**config.mk**
```make
export PLATFORM = sky130hd
export DESIGN_NAME = ahb_rr_bus_arbiter
export DESIGN_NICKNAME = d
export VERILOG_FILES = /design/src/rtl/ahb_rr_bus_arbiter.sv
export SDC_FILE = /design/constraint.sdc
export NUM_CORES = 1
export LEC_CHECK = 0
export BUFFER_PORTS_ARGS = -buffer_cell sky130_fd_sc_hd__clkbuf_2
export CORE_MARGIN = 3
export CORE_UTILIZATION = 40
export DETAILED_ROUTE_END_ITERATION = 6
export REMOVE_ABC_BUFFERS = 1
export SKIP_CTS_REPAIR_TIMING = 1
export SYNTH_ARGS = -nofsm -noshare
export SYNTH_HDL_FRONTEND = slang
export SYNTH_SLANG_ARGS = --single-unit
export TNS_END_PERCENT = 1
```
**constraint.sdc**
```tcl
create_clock -name HCLK -period 2.3 [get_ports HCLK]
set_input_delay 0.115 -clock HCLK [delete_from_list [all_inputs] [get_ports HCLK]]
set_output_delay 0.115 -clock HCLK [all_outputs]
set_load 0.05 [all_outputs]
```
**src/rtl/ahb_rr_bus_arbiter.sv**
```systemverilog
// ============================================================================
// Module   : ahb_rr_bus_arbiter
// Brief    : Round-robin AHB-Lite arbiter for the shared external memory port.
//            The optional grant-hold timeout is enabled by defining ARB_TIMEOUT_EN.
// Revision : 1.0 - initial release
// ============================================================================
`default_nettype none

module ahb_rr_bus_arbiter #(
   parameter int N_MASTERS      = 3,
   parameter int TIMEOUT_CYCLES = 64
) (
   input  logic                         HCLK,
   input  logic                         HRESETn,
   input  logic [2*N_MASTERS-1:0]       i_HTRANS,
   input  logic [N_MASTERS-1:0]         i_slave_done,
   output logic [N_MASTERS-1:0]         o_HREADY,
   output logic [$clog2(N_MASTERS)-1:0] o_grant_id,
   output logic                         o_bus_busy,
   output logic                         o_timeout
);

   localparam int GID_W = $clog2(N_MASTERS);

   if (N_MASTERS < 2 || N_MASTERS > 8 || TIMEOUT_CYCLES < 1) begin : g_param_check
      $error("ahb_rr_bus_arbiter: N_MASTERS must be 2..8 and TIMEOUT_CYCLES >= 1");
   end

   typedef enum logic [0:0] {
      S_IDLE  = 1'b0,
      S_GRANT = 1'b1
   } state_t;

   state_t               state_q;
   logic [N_MASTERS-1:0] hready_q;
   logic [GID_W-1:0]     grant_id_q;
   logic [GID_W-1:0]     last_grant_q;
   logic                 busy_q;

   logic [N_MASTERS-1:0] req;
   logic [GID_W-1:0]     win_id;
   logic                 win_vld;
   logic                 done_g;

   // NONSEQ and SEQ are the only HTRANS codes that carry a transfer
   always_comb begin
      req = '0;
      for (int m = 0; m < N_MASTERS; m++) begin
         req[m] = (i_HTRANS[2*m +: 2] == 2'b10) || (i_HTRANS[2*m +: 2] == 2'b11);
      end
   end

   always_comb begin
      int idx;
      idx     = 0;
      win_vld = 1'b0;
      win_id  = '0;
      for (int k = 1; k <= N_MASTERS; k++) begin
         idx = (int'(last_grant_q) + k) % N_MASTERS;
         if (!win_vld && req[idx]) begin
            win_vld = 1'b1;
            win_id  = GID_W'(idx);
         end
      end
   end

   // hready_q is onehot(grant_id_q) in GRANT, so this picks the owner's done
   assign done_g = |(i_slave_done & hready_q);

`ifdef ARB_TIMEOUT_EN
   localparam int CNT_W = $clog2(TIMEOUT_CYCLES + 1);
   logic [CNT_W-1:0] hold_q;
   logic             timeout_q;
`endif

   always_ff @(posedge HCLK or negedge HRESETn) begin
      if (!HRESETn) begin
         state_q      <= S_IDLE;
         hready_q     <= '0;
         grant_id_q   <= '0;
         last_grant_q <= GID_W'(N_MASTERS - 1);
         busy_q       <= 1'b0;
`ifdef ARB_TIMEOUT_EN
         hold_q       <= '0;
         timeout_q    <= 1'b0;
`endif
      end else begin
`ifdef ARB_TIMEOUT_EN
         timeout_q <= 1'b0;
`endif
         case (state_q)
            S_IDLE: begin
               if (win_vld) begin
                  state_q      <= S_GRANT;
                  grant_id_q   <= win_id;
                  last_grant_q <= win_id;
                  hready_q     <= {{(N_MASTERS-1){1'b0}}, 1'b1} << win_id;
                  busy_q       <= 1'b1;
`ifdef ARB_TIMEOUT_EN
                  hold_q       <= '0;
`endif
               end
            end
            S_GRANT: begin
               if (done_g) begin
                  state_q  <= S_IDLE;
                  hready_q <= '0;
                  busy_q   <= 1'b0;
               end
`ifdef ARB_TIMEOUT_EN
               // last_grant_q keeps the offender so it drops to lowest priority
               else if (hold_q >= CNT_W'(TIMEOUT_CYCLES - 1)) begin
                  state_q   <= S_IDLE;
                  hready_q  <= '0;
                  busy_q    <= 1'b0;
                  timeout_q <= 1'b1;
               end else begin
                  hold_q <= hold_q + 1'b1;
               end
`endif
            end
            default: begin
               state_q  <= S_IDLE;
               hready_q <= '0;
               busy_q   <= 1'b0;
            end
         endcase
      end
   end

   assign o_HREADY   = hready_q;
   assign o_grant_id = grant_id_q;
   assign o_bus_busy = busy_q;
`ifdef ARB_TIMEOUT_EN
   assign o_timeout  = timeout_q;
`else
   assign o_timeout  = 1'b0;
`endif

endmodule

`default_nettype wire

```
Yosys cells after proc, flatten, opt, wreduce, memory -nomap -nowiden
Index checks and enable logic that the tools add are counted.
Word-level totals
  register bits after elaboration: 9
  word-level logic and storage cells: 59
  input bits: 11
Cells by class
  shifts and indexed selects: 1
  eq/ne operators: 8
  order comparisons: 3
  div/mod/pow operators: 3
  add/sub/neg operators: 3
  reduce and logical (&&, ||, !) cells: 10
  mux-type cells: 24
  bitwise operators: 2
Operators by type and width (count)
  less-than comparator 32 x 4 -> 1 bit, second input constant: 3
  remainder unit 32 x 3 -> 32 bit, second input constant: 3
  2-to-1 mux 1 bit: 13
  equality test 2 bit, second input constant: 6
  adder 2 x 2 -> 3 bit, second input constant: 2
  binary-select mux 1 bit (select 2 bit): 3
  2-to-1 mux 2 bit: 3
  2-to-1 mux 3 bit: 2
  case mux 3 bit (2 select lines): 1
  case mux 1 bit (2 select lines): 2
  AND reduction 2 bit: 2
  adder 2 x 1 -> 3 bit, second input constant: 1
  AND 3 bit: 1
  logical OR 1 bit: 3
  OR reduction 3 bit: 1
  << shifter 1 x 2 -> 3 bit, first input constant: 1
  logical AND 1 bit: 2
  zero test 1 bit: 2
  != test 2 x 1 -> 1 bit, second input constant: 1
  != test 2 bit, second input constant: 1
  inverter 1 bit: 1

Logic depth before layout (Yosys ltp)
  depth in word-level cells: 15
  gate-level depth with buffers: 6

Least setup slack after synthesis
OpenSTA, ideal clock, no wires.
  kind: register to register
  start point: reg last_grant_q[1]
  end point: reg hready_q[1] (netlist: o_HREADY[1])
  path buffers: 0
  slack: 474 ps
  arrival time: 1699 ps
  stages on the path, launching flop included: 7
  setup time: 127 ps
  required time: 2173 ps
  clock period less this slack: 1826 ps
  cells stage by stage: dfstp_2 > inv_1 > ha_1 > a22o_1 > a211oi_4 > o22ai_2 > o32a_2
On the way
  cells in the longest elaborated chain, start to end: 15
  elaborated cells between the ends (all ways): 30
Ends and longest elaborated chain
  start: declaration: line 37  | logic [GID_W-1:0] last_grant_q;
  start signal: assignment: line 81  | last_grant_q <= GID_W'(N_MASTERS - 1);
  start signal: assignment: line 96  | last_grant_q <= win_id;
  adder 2 x 1 -> 3 bit: line 59  | idx = (int'(last_grant_q) + k) % N_MASTERS;
  remainder unit 32 x 3 -> 32 bit: line 59
  binary-select mux 1 bit (select 2 bit): line 60  | if (!win_vld && req[idx]) begin
  2-to-1 mux 1 bit (not written as such) (2 in series): line 60
  2-to-1 mux 1 bit: line 60
  zero test 1 bit: line 60
  logical AND 1 bit: line 60
  2-to-1 mux 1 bit: line 60
  zero test 1 bit: line 60
  logical AND 1 bit: line 60
  2-to-1 mux 2 bit: line 60
  << shifter 1 x 2 -> 3 bit: line 97  | hready_q <= {{(N_MASTERS-1){1'b0}}, 1'b1} << win_id;
  2-to-1 mux 3 bit: line 93  | if (win_vld) begin
  case mux 3 bit (2 select lines): line 91  | case (state_q)
  end signal: assignment: line 97
  end: declaration: line 35  | logic [N_MASTERS-1:0] hready_q;
Parallel ways exist; a longest one is shown, timed or not. The select of a mux whose other input is x is not followed.
A chain may end at the register's enable or synchronous reset.

Worst setup path in the final report
Same ends and word-level chain as after synthesis.

==> flow_metrics.py <==
metrics = {
    "cells_and_area": {
        "antennaDiodeCount": 0,
        "drive_above_1_share_pct": 33.3,
        "syn2layout_area_growth_pct": 16.9,
        "fill_cells": 134,
        "fin_nets": 91,
    },
    "flow_run": {
        "cap_violations": 0,
    },
    "synthesis": {
        "synth-edff-count": 0,
        "mappedNetlistArea_um2": 599,
        "ys_seq_elements": 8,
        "yosysUniqueCellTypes": 35,
        "seq_area_frac_synth_pct": 33.6,
        "avgSynthCellArea_um2": 9.99,
        "async_reset_ff_share_pct": 100,
        "synth_top_area_share_pct": 29.2,
        "synth_top_cell_by_area": "dfrtp_1",
        "yosys-top-cells-area": "dfrtp_1, ha_1, a2bb2oi_1, dfstp_2, a211oi_4",
        "postSynthCellCount": 60,
        "synth-main-ff-cell": "dfrtp_1",
        "yosysWarnings": 0,
    },
    "route": {
        "route.met3.wl_um": 85,
        "vias_per_cell": 5.67,
        "met1_length_um": 591,
        "routedWlPerCell_um": 13.0,
        "wl_met2_um": 495,
        "top_layer": "met3",
        "drt-total-wl_um": 1170,
        "drc": 0,
        "drt-pass1-iter-count": 4,
        "drt.antenna.violating_nets": 0,
        "drt_iter0_markers": 7,
        "vias": 510,
    },
    "global_route": {
        "antenna_found_initial": 0,
        "grt_max_degree": 9,
        "grt_util_all_layers_pct": 14.3,
        "overflow": 0,
        "grt_pass1_vias": 478,
        "grt_pass1_wl_um": 2100,
    },
    "sta": {
        "setup_tns_ps": 0,
        "period_share_pct": 85.2,
        "fin_worst_skew_ps": 15.2,
        "period_needed_ps": 1960,
        "timing.fmax_ghz": 0.511,
        "hold_viol_final": 0,
        "drv_slew": 0,
        "setup_violations": 0,
        "rsz0062_at_grt": "false",
    },
    "place": {
        "dp.final_hpwl_um": 930,
        "place.port_buffers": 13,
        "routabilityCongestion": 0.739,
    },
    "clocking": {
        "clock_latency_ps": 260,
        "cts.path.max_buffers": 2,
        "h-tree-depth": 1,
        "ctsRootBufferMaster": "clkbuf_4",
        "numCtsBuffers": 3,
        "clk_pin_slew_ps": 70,
        "cts.sinks": 8,
        "cts_tree": "yes",
    },
    "floorplan": {
        "coreArea_um2": 1350,
        "die_area_um2": 2000,
        "ioPinCount": 18,
        "rows": 13,
        "die_y_um": 44.7,
        "fp.dieW_um": 44.7,
        "start_util_pct": 44.4,
    },
    "critical_path": {
        "required_ps": 2450,
        "cp_slowest_cell": "dfstp_2",
        "r2r_setup_slack_ps": 340,
        "path_class": "flop to flop",
        "crit_path_end_kind": "flop",
        "crit_fanout": 7,
        "cp-start-kind": "flop",
        "critical_path.cell_chain": "inv_1 -> ha_1 -> a22o_1 -> a211oi_4 -> o22ai_2 -> o32a_2",
        "cp.arrival_ps": 2110,
        "critPathMaxStageDelay_ps": 550,
    },
    "status": {
        "status": "complete, no violations",
    },
    "min_path": {
        "hold_class": "input port to async pin",
    },
}
==> critical path, delay by kind of cell, from the launching register on <==
family | cells | cell delay (ps)
buf+inv | 1 | 60
fa+ha+maj | 1 | 250
flops | 1 | 550
compound gates | 4 | 990
==> flip-flops by register name (all words and copies together), names as in the netlist <==
signal and count:
state_q 1, o_HREADY 3, o_bus_busy 1, last_grant_q 1
o_grant_id 2
==> layout by cell type, fill, tap and decap left out, types with 2 or more instances in the layout <==
cell and count:
ha_1 4, inv_1 5, dfrtp_1 7, o21a_1 2, nand2_1 5, a2bb2oi_1 4
o32ai_1 2, clkbuf_4 3, nor2_1 3, clkbuf_2 13
==> path summary, 6_finish.rpt <==
| check | from | to | cells past startpoint |
|---|---|---|---|
| min | HRESETn | o_HREADY[1] | 2 |
| max in group asynchronous | HRESETn | last_grant_q[1] | 2 |
| min in group HCLK | i_HTRANS[1] | o_HREADY[0] | 3 |
| max | last_grant_q[1] | o_HREADY[1] | 6 |
| max reg2reg | last_grant_q[1] | o_HREADY[1] | 6 |
| min reg2reg | o_bus_busy | o_bus_busy | 1 |
==> metrics by stage <==
step	util [%]	hold WS [ps]	setup WS [ps]	std cells	cell area, um2
2_1_floorplan	-	-181	269	57	581
3_3_place_gp	49.2	-36.5	331	85	664
5_1_grt	51.9	237	201	90	701
6_report	51.9	218	341	90	701
4_1_cts	51.2	-317	320	89	691
3_5_place_dp	49.2	-34.0	318	85	664
==> layout make-up <==
cell class	instances	area (um2)	area share (%)
flip-flops and latches	8	201	28.7
inverters	5	18.8	2.68
well taps	15	18.8	2.68
clock buffers	4	26.3	3.75
repair buffers	14	75.1	10.7
multi-input cells	44	360	51.4
==> cells in the mapped netlist, drive strengths merged, types with 2 or more instances <==
cell / instances
a2bb2oi: 4
o21a: 2
nor2: 3
o22a: 2
and2b: 2
ha: 4
buf: 3
dfrtp: 7
a21o: 2
o22ai: 2
nand2: 5
o32ai: 2
inv: 5
o32a: 2
==> layer usage <==
layer | vias up | GRT usage (%)
li1 | 256 | -
met1 | 242 | 20.9
met2 | 12 | 19.2
met3 | 0 | 7.57
met4 | 0 | 1.81
met5 | - | 0
==> logic make-up (layout without fill, tap and decap cells) <==
group / Yosys count / in the layout / share of synthesized area [%]
fa+ha+maj: 4 / 4 / 8.35
flops: 8 / 8 / 33.6
simple gates: 13 / 13 / 11.5
compound gates: 25 / 25 / 38.0
mux: 1 / 1 / 1.67
other cells: 1 / 1 / 0.626
buf+inv: 8 / 23 / 6.26
Power is not shown: default switching activity piles up to over one toggle a cycle in this logic, so the estimate is an artifact.
